<file path="src/rtl/pe_seq_pkg.sv">
// Shared types and default sizing for the PE array sequencer.
package pe_seq_pkg;

   localparam int NUM_PE_DEF    = 16;
   localparam int CTX_WIDTH_DEF = 121;
   localparam int CTX_DEPTH_DEF = 16;
   localparam int ITER_W        = 16;
   localparam int CP_W          = 16;

   typedef enum logic [1:0] {
      S_IDLE = 2'd0,
      S_LOAD = 2'd1,
      S_RUN  = 2'd2,
      S_DONE = 2'd3
   } seq_state_e;

endpackage

</file>
<file path="src/rtl/pe_cfg_loader.sv">
// Context-major config loader: walks PE index then slot, drops overflow words,
// and presents registered write strobes to the PE context caches.
module pe_cfg_loader
   import pe_seq_pkg::*;
#(
   parameter int NUM_PE    = NUM_PE_DEF,
   parameter int CTX_WIDTH = CTX_WIDTH_DEF,
   parameter int CTX_DEPTH = CTX_DEPTH_DEF,
   parameter int CTX_AW    = $clog2(CTX_DEPTH)
) (
   input  logic                 clk,
   input  logic                 rst_n,
   input  logic                 accept_i,
   input  logic                 last_i,
   input  logic [CTX_WIDTH-1:0] data_i,
   input  logic                 clr_i,
   input  logic                 err_clr_i,
   output logic                 pe_wr_o,
   output logic [NUM_PE-1:0]    pe_sel_o,
   output logic [CTX_AW-1:0]    pe_addr_o,
   output logic [CTX_WIDTH-1:0] pe_data_o,
   output logic                 err_o
);
   localparam int PE_IW = (NUM_PE > 1) ? $clog2(NUM_PE) : 1;

   logic [PE_IW-1:0]  pe_idx_q, pe_idx_d;
   logic [CTX_AW-1:0] slot_q, slot_d;
   logic              full_q, full_d;
   logic              err_q, err_d;
   logic              wr;

   assign wr    = accept_i && !full_q;
   assign err_o = err_q;

   always_comb begin
      pe_idx_d = pe_idx_q;
      slot_d   = slot_q;
      full_d   = full_q;
      err_d    = err_q;
      if (err_clr_i)
         err_d = 1'b0;
      if (accept_i && full_q)
         err_d = 1'b1;
      if (clr_i || (accept_i && last_i)) begin
         pe_idx_d = '0;
         slot_d   = '0;
         full_d   = 1'b0;
      end else if (wr) begin
         if (pe_idx_q == PE_IW'(NUM_PE - 1)) begin
            pe_idx_d = '0;
            // Last slot of last PE written: everything after this is dropped
            if (slot_q == CTX_AW'(CTX_DEPTH - 1))
               full_d = 1'b1;
            else
               slot_d = slot_q + CTX_AW'(1);
         end else begin
            pe_idx_d = pe_idx_q + PE_IW'(1);
         end
      end
   end

   always_ff @(posedge clk or negedge rst_n) begin
      if (!rst_n) begin
         pe_idx_q  <= '0;
         slot_q    <= '0;
         full_q    <= 1'b0;
         err_q     <= 1'b0;
         pe_wr_o   <= 1'b0;
         pe_sel_o  <= '0;
         pe_addr_o <= '0;
         pe_data_o <= '0;
      end else begin
         pe_idx_q <= pe_idx_d;
         slot_q   <= slot_d;
         full_q   <= full_d;
         err_q    <= err_d;
         pe_wr_o  <= wr;
         if (wr) begin
            pe_sel_o  <= NUM_PE'(1) << pe_idx_q;
            pe_addr_o <= slot_q;
            pe_data_o <= data_i;
         end
      end
   end

endmodule

</file>
<file path="src/rtl/pe_array_sequencer.sv">
// CGRA PE array sequencer: config load, broadcast start and global context pointer.
// Optional RUN-cycle counter enabled by defining PE_SEQ_PERF_EN.
//
// state  | meaning
// IDLE   | ready for config words or run_req
// LOAD   | streaming context words into PE caches
// RUN    | stepping cp through num_ctx contexts x num_iter iterations
// DONE   | one-cycle completion pulse
module pe_array_sequencer
   import pe_seq_pkg::*;
#(
   parameter int NUM_PE    = NUM_PE_DEF,
   parameter int CTX_WIDTH = CTX_WIDTH_DEF,
   parameter int CTX_DEPTH = CTX_DEPTH_DEF,
   parameter int CTX_AW    = $clog2(CTX_DEPTH)
) (
   input  logic                 clk,
   input  logic                 rst_n,
   input  logic                 cfg_valid_i,
   output logic                 cfg_ready_o,
   input  logic [CTX_WIDTH-1:0] cfg_data_i,
   input  logic                 cfg_last_i,
   input  logic                 run_req_i,
   input  logic                 abort_i,
   input  logic [CTX_AW:0]      num_ctx_i,
   input  logic [ITER_W-1:0]    num_iter_i,
   output logic                 pe_wr_o,
   output logic [NUM_PE-1:0]    pe_sel_o,
   output logic [CTX_AW-1:0]    pe_addr_o,
   output logic [CTX_WIDTH-1:0] pe_data_o,
   output logic                 pe_start_o,
   output logic [CP_W-1:0]      cp_o,
   output logic                 busy_o,
   output logic                 done_o,
   output logic                 err_o,
   output logic [31:0]          cycle_cnt_o
);
   seq_state_e        state_q, state_d;
   logic [CP_W-1:0]   cp_q, cp_d, ctx_last_q, ctx_last_d;
   logic [ITER_W-1:0] iter_q, iter_d, num_iter_q, num_iter_d;
   logic              first_q, first_d;
   logic              cfg_acc, run_acc;
   logic [CTX_AW:0]   ctx_eff;

   assign cfg_ready_o = ((state_q == S_IDLE) || (state_q == S_LOAD)) && !abort_i;
   assign cfg_acc     = cfg_valid_i && cfg_ready_o;
   // Config has priority over a simultaneous run request
   assign run_acc     = (state_q == S_IDLE) && run_req_i && !cfg_valid_i && !abort_i;
   assign cp_o        = cp_q;
   assign busy_o      = (state_q == S_LOAD) || (state_q == S_RUN);

   always_comb begin
      ctx_eff = num_ctx_i;
      if (num_ctx_i == '0)
         ctx_eff = (CTX_AW + 1)'(1);
      else if (num_ctx_i > (CTX_AW + 1)'(CTX_DEPTH))
         ctx_eff = (CTX_AW + 1)'(CTX_DEPTH);
   end

   always_comb begin
      state_d    = state_q;
      cp_d       = cp_q;
      iter_d     = iter_q;
      first_d    = 1'b0;
      ctx_last_d = ctx_last_q;
      num_iter_d = num_iter_q;
      pe_start_o = 1'b0;
      done_o     = 1'b0;
      case (state_q)
         S_IDLE: begin
            if (cfg_acc) begin
               state_d = cfg_last_i ? S_IDLE : S_LOAD;
            end else if (run_acc) begin
               state_d    = S_RUN;
               cp_d       = '0;
               iter_d     = '0;
               first_d    = 1'b1;
               ctx_last_d = CP_W'(ctx_eff) - CP_W'(1);
               num_iter_d = num_iter_i;
            end
         end
         S_LOAD: begin
            if (cfg_acc && cfg_last_i)
               state_d = S_IDLE;
         end
         S_RUN: begin
            pe_start_o = first_q && (num_iter_q != '0);
            if (num_iter_q == '0) begin
               state_d = S_DONE;
               cp_d    = '0;
            end else if (cp_q == ctx_last_q) begin
               cp_d   = '0;
               iter_d = iter_q + ITER_W'(1);
               if (iter_d == num_iter_q)
                  state_d = S_DONE;
            end else begin
               cp_d = cp_q + CP_W'(1);
            end
         end
         S_DONE: begin
            done_o  = 1'b1;
            state_d = S_IDLE;
         end
         default: state_d = S_IDLE;
      endcase
      if (abort_i) begin
         state_d = S_IDLE;
         cp_d    = '0;
         iter_d  = '0;
         first_d = 1'b0;
      end
   end

   always_ff @(posedge clk or negedge rst_n) begin
      if (!rst_n) begin
         state_q    <= S_IDLE;
         cp_q       <= '0;
         iter_q     <= '0;
         first_q    <= 1'b0;
         ctx_last_q <= '0;
         num_iter_q <= '0;
      end else begin
         state_q    <= state_d;
         cp_q       <= cp_d;
         iter_q     <= iter_d;
         first_q    <= first_d;
         ctx_last_q <= ctx_last_d;
         num_iter_q <= num_iter_d;
      end
   end

   pe_cfg_loader #(
      .NUM_PE    (NUM_PE),
      .CTX_WIDTH (CTX_WIDTH),
      .CTX_DEPTH (CTX_DEPTH),
      .CTX_AW    (CTX_AW)
   ) u_loader (
      .clk       (clk),
      .rst_n     (rst_n),
      .accept_i  (cfg_acc),
      .last_i    (cfg_last_i),
      .data_i    (cfg_data_i),
      .clr_i     (abort_i),
      .err_clr_i (run_acc),
      .pe_wr_o   (pe_wr_o),
      .pe_sel_o  (pe_sel_o),
      .pe_addr_o (pe_addr_o),
      .pe_data_o (pe_data_o),
      .err_o     (err_o)
   );

`ifdef PE_SEQ_PERF_EN
   logic [31:0] cyc_q;

   always_ff @(posedge clk or negedge rst_n) begin
      if (!rst_n)
         cyc_q <= '0;
      else if (run_acc)
         cyc_q <= '0;
      else if (state_q == S_RUN)
         cyc_q <= cyc_q + 32'd1;
   end

   assign cycle_cnt_o = cyc_q;
`else
   assign cycle_cnt_o = '0;
`endif

endmodule

</file>
<file path="config.mk">
export PLATFORM = sky130hd
export DESIGN_NAME = pe_array_sequencer
export DESIGN_NICKNAME = d
export VERILOG_FILES = /design/src/rtl/pe_seq_pkg.sv /design/src/rtl/pe_cfg_loader.sv /design/src/rtl/pe_array_sequencer.sv
export SDC_FILE = /design/constraint.sdc
export NUM_CORES = 1
export LEC_CHECK = 0
export BUFFER_PORTS_ARGS = -buffer_cell sky130_fd_sc_hd__buf_2
export CAP_MARGIN = 0
export CORE_MARGIN = 2
export CORE_UTILIZATION = 30
export CTS_CLUSTER_SIZE = 12
export DETAILED_ROUTE_END_ITERATION = 8
export GPL_ROUTABILITY_DRIVEN = 1
export PLACE_DENSITY = 0.51
export SYNTH_ARGS = -nofsm -noshare
export SYNTH_HDL_FRONTEND = slang
export SYNTH_SLANG_ARGS = --single-unit
</file>
<file path="constraint.sdc">
create_clock -name clk -period 4.1 [get_ports clk]
set_input_delay 0.82 -clock clk [delete_from_list [all_inputs] [get_ports clk]]
set_output_delay 0.82 -clock clk [all_outputs]
set_load 0.02 [all_outputs]
</file>
* Yosys cells after proc, flatten, opt, wreduce, memory -nomap -nowiden
Cells that the tools add are included.
Storage, ports and cells: output and inout port bits 195, memories 0, word-level logic and storage cells 108, flip-flop bits (word level) 219, input bits 148, bits in latches 0, bits in read-only memories 0, bits in writable memories 0
Cells by class: shifts and indexed selects 1, bitwise operators 1, $lt $le $gt $ge 1, div/mod/pow operators 0, muxes and demuxes 40, multiply operators 0, equality and inequality tests 16, add/subtract/negate cells 5, reduce and logical (&&, ||, !) cells 30
Operators with widths (number):
- $mux 16 | 8
- $pmux 16 s2 | 2
- $add 16x1->16 const B | 2
- $eq 16x16->1 | 2
- $mux 4 | 7
- $logic_not 16->1 | 1
- $reduce_bool 16->1 | 1
- $shl 1x4->16 const A | 1
- $mux 2 | 7
- $mux 1 | 13
- $reduce_and 3->1 | 4
- $mux 5 | 2
- $logic_and 1x1->1 | 9
- $ne 3x3->1 const B | 3
- $add 4x1->4 const B | 2
- $eq 4x4->1 const B | 2
- $ne 4x2->1 const B | 2
- $pmux 2 s4 | 1
- $reduce_bool 2->1 | 4
- $ne 3x2->1 const B | 2
- $sub 5x1->6 const B | 1
- $gt 5x5->1 const B | 1
- $logic_not 5->1 | 1
- $reduce_and 5->1 | 1
- 10 further kinds | 15

* Logic depth before layout (Yosys ltp)
word-level depth 8, depth in mapped cells 11, gate-level depth less buffers 10

* By module
A second synthesis with hierarchy kept.
Unflattened totals: cell total of the unflattened synthesis 1032, area, all modules 9551.7 um^2
Modules (own cells, without submodules):
- pe_cfg_loader | seq. area each 3803.6 um^2, instances 1, area an instance 5935.7 um^2, cells an instance 638
- pe_array_sequencer | seq. area each 1426.4 um^2, instances 1, area an instance 3616.0 um^2, cells an instance 394

* Least setup slack after synthesis
Ideal clock, no wire load.
path type reg-to-reg, from reg iter_q[0], to reg state_q[0], cell stages (with the launch flop) 9, arrival 2463 ps, setup slack 1509 ps, period minus slack after synthesis 2591 ps, path buffers 0, library setup time 128 ps, data required time 3972 ps, cells stage by stage dfrtp_1 -> ha_1 -> nand2_2 -> or3_4 -> nor2_4 -> xnor2_1 -> or4_4 -> o41ai_2 -> mux2_1
Between the ends: cells in the longest elaborated chain, start to end 4
RTL lines:
- start, declared | line pe_array_sequencer.sv:40 | logic [ITER_W-1:0] iter_q, iter_d, num_iter_q, num_iter_d;
- start signal, assigned | line pe_array_sequencer.sv:125 | iter_q <= iter_d;
- $add 16x1->16 | line pe_array_sequencer.sv:93 | iter_d = iter_q + ITER_W'(1);
- $eq 16x16->1 | line pe_array_sequencer.sv:94 | if (iter_d == num_iter_q)
- $ne 4x2->1 (no source line)
- $reduce_and 4->1 (no source line)
- end signal, assigned | line pe_array_sequencer.sv:123 | state_q <= state_d;
- end, declared | line pe_array_sequencer.sv:38 | seq_state_e state_q, state_d;
No other way between the ends. A chain may end at the register's enable or synchronous reset.

* Worst setup path in the final report
from reg num_iter_q[13], to out pe_start_o
Between the ends: cells in the longest elaborated chain, start to end 3
RTL lines:
- start, declared | line pe_array_sequencer.sv:40
- start signal, assigned | line pe_array_sequencer.sv:128 | num_iter_q <= num_iter_d;
- $reduce_bool 16->1 | line pe_array_sequencer.sv:87 | pe_start_o = first_q && (num_iter_q != '0);
- $logic_and 1x1->1 | line pe_array_sequencer.sv:87
- $mux 1 | line pe_array_sequencer.sv:69 | case (state_q)
- end, declared | line pe_array_sequencer.sv:31 | output logic pe_start_o,
No other way between the ends.

==> metrics.txt <==
# TYPE chip_impl_metric gauge
chip_impl_info{name="status",value="finished clean"} 1
chip_impl_metric{name="smallest_hold_slack",unit="ps"} 241.9
chip_impl_metric{name="dp.cells",unit=""} 1717
chip_impl_metric{name="proportion_of_total_power_due_to_net_switching",unit=""} 0.3648
chip_impl_metric{name="wirelength",unit="um"} 26420
chip_impl_info{name="clock_tree.root_cell",value="sky130_fd_sc_hd__clkbuf_16"} 1
chip_impl_info{name="final_common_cell",value="sky130_fd_sc_hd__nand2_1"} 1
chip_impl_metric{name="storage_cell_area",unit="um^2"} 5230
chip_impl_metric{name="gr-usage-all-layers",unit=""} 0.1593
chip_impl_metric{name="crit_arrival",unit="ps"} 2160
chip_impl_metric{name="syn-cell-area",unit="um^2"} 9469
chip_impl_metric{name="placement.setup.worst_slack",unit="ps"} 1158
chip_impl_metric{name="synth_cells",unit=""} 1043
chip_impl_metric{name="core_area",unit="um^2"} 31310
chip_impl_metric{name="number_of_port_buffers",unit=""} 310
chip_impl_metric{name="std_cell_rows",unit=""} 65
chip_impl_metric{name="h_tree_lvl_count",unit=""} 1
chip_impl_info{name="setup.worst_path.end_class",value="primary output"} 1
chip_impl_metric{name="dpl.hpwl",unit="um"} 18520
chip_impl_metric{name="clock_latency",unit="ps"} 520
chip_impl_metric{name="post-route-drc-count",unit=""} 0
chip_impl_metric{name="cts-hold-fix-buffers",unit=""} 0
chip_impl_metric{name="die_width",unit="um"} 181.7
chip_impl_metric{name="number_of_routed_nets_with_antenna_violations",unit=""} 0
chip_impl_metric{name="boundaryPins",unit=""} 343
chip_impl_metric{name="post_synth_num_cell_types",unit=""} 56
chip_impl_metric{name="area_of_the_multi_input_gates",unit="um^2"} 3867
chip_impl_metric{name="fin_crit_sh",unit=""} 0.7280
chip_impl_metric{name="ctsResizeCount",unit=""} 0
chip_impl_metric{name="p_clk_frac",unit=""} 0.305
chip_impl_metric{name="timing.setup.tns",unit="ps"} 0
chip_impl_metric{name="final_cell_count_no_fill",unit=""} 1766
chip_impl_info{name="postSynth.topFlopCell",value="sky130_fd_sc_hd__dfrtp_1"} 1
chip_impl_metric{name="maxCapViolations",unit=""} 0
chip_impl_info{name="rsz_0062_raised_after_global_routing",value="no"} 1
chip_impl_metric{name="die_area",unit="um^2"} 33000
chip_impl_metric{name="post-cts-setup-buffers",unit=""} 0
chip_impl_metric{name="finalSetupViolations",unit=""} 0
chip_impl_metric{name="worst_slew_margin_rel",unit=""} 0.3358
chip_impl_metric{name="cts.sinks",unit=""} 209
chip_impl_metric{name="period_needed",unit="ps"} 2985
chip_impl_metric{name="dr.pass1.iters",unit=""} 5
chip_impl_metric{name="layout_setup_ws",unit="ps"} 1115
chip_impl_metric{name="area.growth.synth_to_final",unit="%"} 28.85
chip_impl_metric{name="die_ht",unit="um"} 181.7
chip_impl_metric{name="count_of_flip_flops_with_a_built_in_enable_after_synthesis",unit=""} 0
chip_impl_metric{name="clk_pin_slew_worst_paths",unit="ps"} 60
chip_impl_info{name="tritoncts",value="yes"} 1
chip_impl_metric{name="initialDrtViolationCount",unit=""} 311
chip_impl_metric{name="timing.final.max_slew_violations",unit=""} 0
chip_impl_metric{name="synth-seq-area-share",unit=""} 0.5523
chip_impl_metric{name="cts_buffer_depth",unit=""} 3
chip_impl_info{name="setup.worst_path.start_class",value="flip-flop"} 1
chip_impl_info{name="mostFrequentLayoutCells",value="sky130_fd_sc_hd__nand2_1 (430), sky130_fd_sc_hd__buf_2 (309), sky130_fd_sc_hd__dfrtp_1 (209)"} 1
chip_impl_metric{name="vdd.ir_drop.worst",unit="mV"} 0.3434
chip_impl_metric{name="start_util",unit=""} 0.3024
chip_impl_metric{name="static-leakage-power",unit="uW"} 0.006556
chip_impl_metric{name="power_density",unit="nW/um^2"} 639.8
chip_impl_metric{name="p_comb_frac",unit=""} 0.307
chip_impl_metric{name="async_reset_ff_frac",unit=""} 1.000
chip_impl_metric{name="ys_warns",unit=""} 0
chip_impl_metric{name="antenna_found_initial",unit=""} 1
chip_impl_metric{name="cp_max_fo",unit=""} 6
chip_impl_metric{name="switching_power_total",unit="uW"} 2848
chip_impl_metric{name="largest_net_degree_at_the_start_of_global_routing",unit=""} 89
chip_impl_metric{name="cp_data_required_time",unit="ps"} 3280
chip_impl_metric{name="synth.ff_latch_count",unit=""} 209
chip_impl_metric{name="avgSynthCellArea",unit="um^2"} 9.079
chip_impl_metric{name="skew",unit="ps"} 9.135
chip_impl_metric{name="grt_pass1_vias",unit=""} 7945
chip_impl_metric{name="gp_congestion",unit=""} 0.8170
chip_impl_metric{name="slew_of_the_pin_with_the_lowest_slew_margin",unit="ps"} 996.3
chip_impl_info{name="timing.hold.worst.class",value="input pin to async pin"} 1
chip_impl_metric{name="share_seq_of_total_power",unit=""} 0.388
chip_impl_metric{name="post_route_cells_drive_above_1_share",unit=""} 0.2893
chip_impl_metric{name="grt_pass1_wl",unit="um"} 42730
chip_impl_info{name="path_class",value="flip-flop to primary output"} 1
chip_impl_metric{name="wire_per_inst",unit="um"} 14.96
chip_impl_metric{name="power_report.internal_total",unit="uW"} 4958
chip_impl_metric{name="fin_nets",unit=""} 1505
chip_impl_metric{name="vias_per_cell",unit=""} 4.460
chip_impl_metric{name="nFillCells",unit=""} 3230
chip_impl_metric{name="fmax",unit="GHz"} 0.3350
chip_impl_metric{name="tritoncts.num_buffers",unit=""} 26
chip_impl_metric{name="finalHoldViolations",unit=""} 0
chip_impl_metric{name="total_overflow_reported_by_the_global_router",unit=""} 0
chip_impl_metric{name="routed-via-count",unit=""} 7876
==> layout make-up <==
class | instances | area share
antenna | 2 | 0.0004102
clock buffer | 35 | 0.06194
clock inverter | 12 | 0.01138
inverter | 13 | 0.004205
multi-input combinational | 773 | 0.3170
sequential | 209 | 0.4287
tap | 402 | 0.04123
timing repair buffer | 320 | 0.1352
==> critical path, stage by stage (launching register included) <==
cell and delay [ps]:
sky130_fd_sc_hd__dfrtp_1 460, sky130_fd_sc_hd__nor4_1 420, sky130_fd_sc_hd__nand4_1 310, sky130_fd_sc_hd__and3_1 290, sky130_fd_sc_hd__buf_2 160
==> path summary, 6_finish.rpt <==
check,start,end,slack [ps],cells past startpoint
setup / recovery,num_iter_q[13],pe_start_o,1120,4
hold / removal,rst_n,num_iter_q[6],240,1
setup reg to reg,cp_o[10],iter_q[7],1200,7
hold reg to reg,u_loader.pe_sel_o[4],u_loader.pe_sel_o[4],460,2
max in group asynchronous,rst_n,cp_o[10],2950,2
min in group clk,u_loader.pe_sel_o[4],u_loader.pe_sel_o[4],460,2
==> cells by family after synthesis <==
logic type | count (synthesis) | share of synthesized area
AO/OA/AOI/OAI | 88 | 0.05774
XOR/XNOR | 41 | 0.03792
adder cells (fa/ha/maj) | 14 | 0.01850
buffers and inverters | 92 | 0.05259
flip-flops | 209 | 0.5523
multiplexers | 22 | 0.02590
other | 1 | 0.0003960
AND/OR/NAND/NOR | 576 | 0.2546
==> power by group through the flow <==
| stage | logic, uW | registers (uW) | clock network, uW |
|---|---|---|---|
| 3_3_place_gp | 2430 | 3040 | 0 |
| 4_1_cts | 2450 | 3030 | 2470 |
| 3_5_place_dp | 2450 | 3040 | 0 |
| 2_1_floorplan | 926 | 3630 | 0 |
| 5_1_grt | 2660 | 3120 | 2560 |
| 6_report | 2400 | 3030 | 2380 |
==> routing by layer <==
layer  share of wire  track usage  up-vias
li1                -            -     3899
met1            0.43       0.2026     3673
met2            0.46       0.2590      265
met3           0.092      0.05515       39
met4           0.021      0.04228        0
met5               0            0        -
==> flip-flops by register name, summed over array words and instances (netlist names) <==
| register | count |
|---|---|
| iter_q | 16 |
| u_loader.pe_addr_o | 4 |
| u_loader.full_q | 1 |
| state_q | 2 |
| u_loader.pe_wr_o | 1 |
| ctx_last_q | 6 |
| cp_o | 16 |
| u_loader.err_o | 1 |
| num_iter_q | 16 |
| u_loader.pe_sel_o | 16 |
| u_loader.pe_data_o | 121 |
| u_loader.slot_q | 4 |
| u_loader.pe_idx_q | 4 |
| first_q | 1 |
==> synth_stat cells (4+ instances only) <==
cell,instances,area share
sky130_fd_sc_hd__o21ai_0,35,0.018
sky130_fd_sc_hd__nor2_1,42,0.017
sky130_fd_sc_hd__buf_4,33,0.026
sky130_fd_sc_hd__clkbuf_1,42,0.017
sky130_fd_sc_hd__o31ai_1,10,0.0079
sky130_fd_sc_hd__nand2_1,430,0.17
sky130_fd_sc_hd__nor3_1,7,0.0037
sky130_fd_sc_hd__nand4_1,7,0.0046
sky130_fd_sc_hd__and3_1,9,0.0059
sky130_fd_sc_hd__nor2b_1,7,0.0046
sky130_fd_sc_hd__dfrtp_1,209,0.55
sky130_fd_sc_hd__nor4_1,10,0.0066
sky130_fd_sc_hd__a21oi_1,16,0.0085
sky130_fd_sc_hd__nand2b_1,10,0.0066
sky130_fd_sc_hd__inv_1,12,0.0048
sky130_fd_sc_hd__nand3_1,28,0.015
sky130_fd_sc_hd__ha_1,14,0.018
sky130_fd_sc_hd__a31oi_1,4,0.0026
sky130_fd_sc_hd__xor2_1,15,0.014
sky130_fd_sc_hd__xnor2_1,26,0.024
sky130_fd_sc_hd__mux2_2,18,0.021
sky130_fd_sc_hd__or3_1,6,0.0040
==> through the flow <==
stage,instance area [um^2],utilization,total power (uW)
after global placement,11300,0.3609,5474
after detailed placement,11300,0.3609,5496
after floorplan,9585,-,4559
after CTS,12200,0.3895,7954
after global routing,12200,0.3896,8334
final,12200,0.3897,7806
Power figures use the tool's default switching activity.
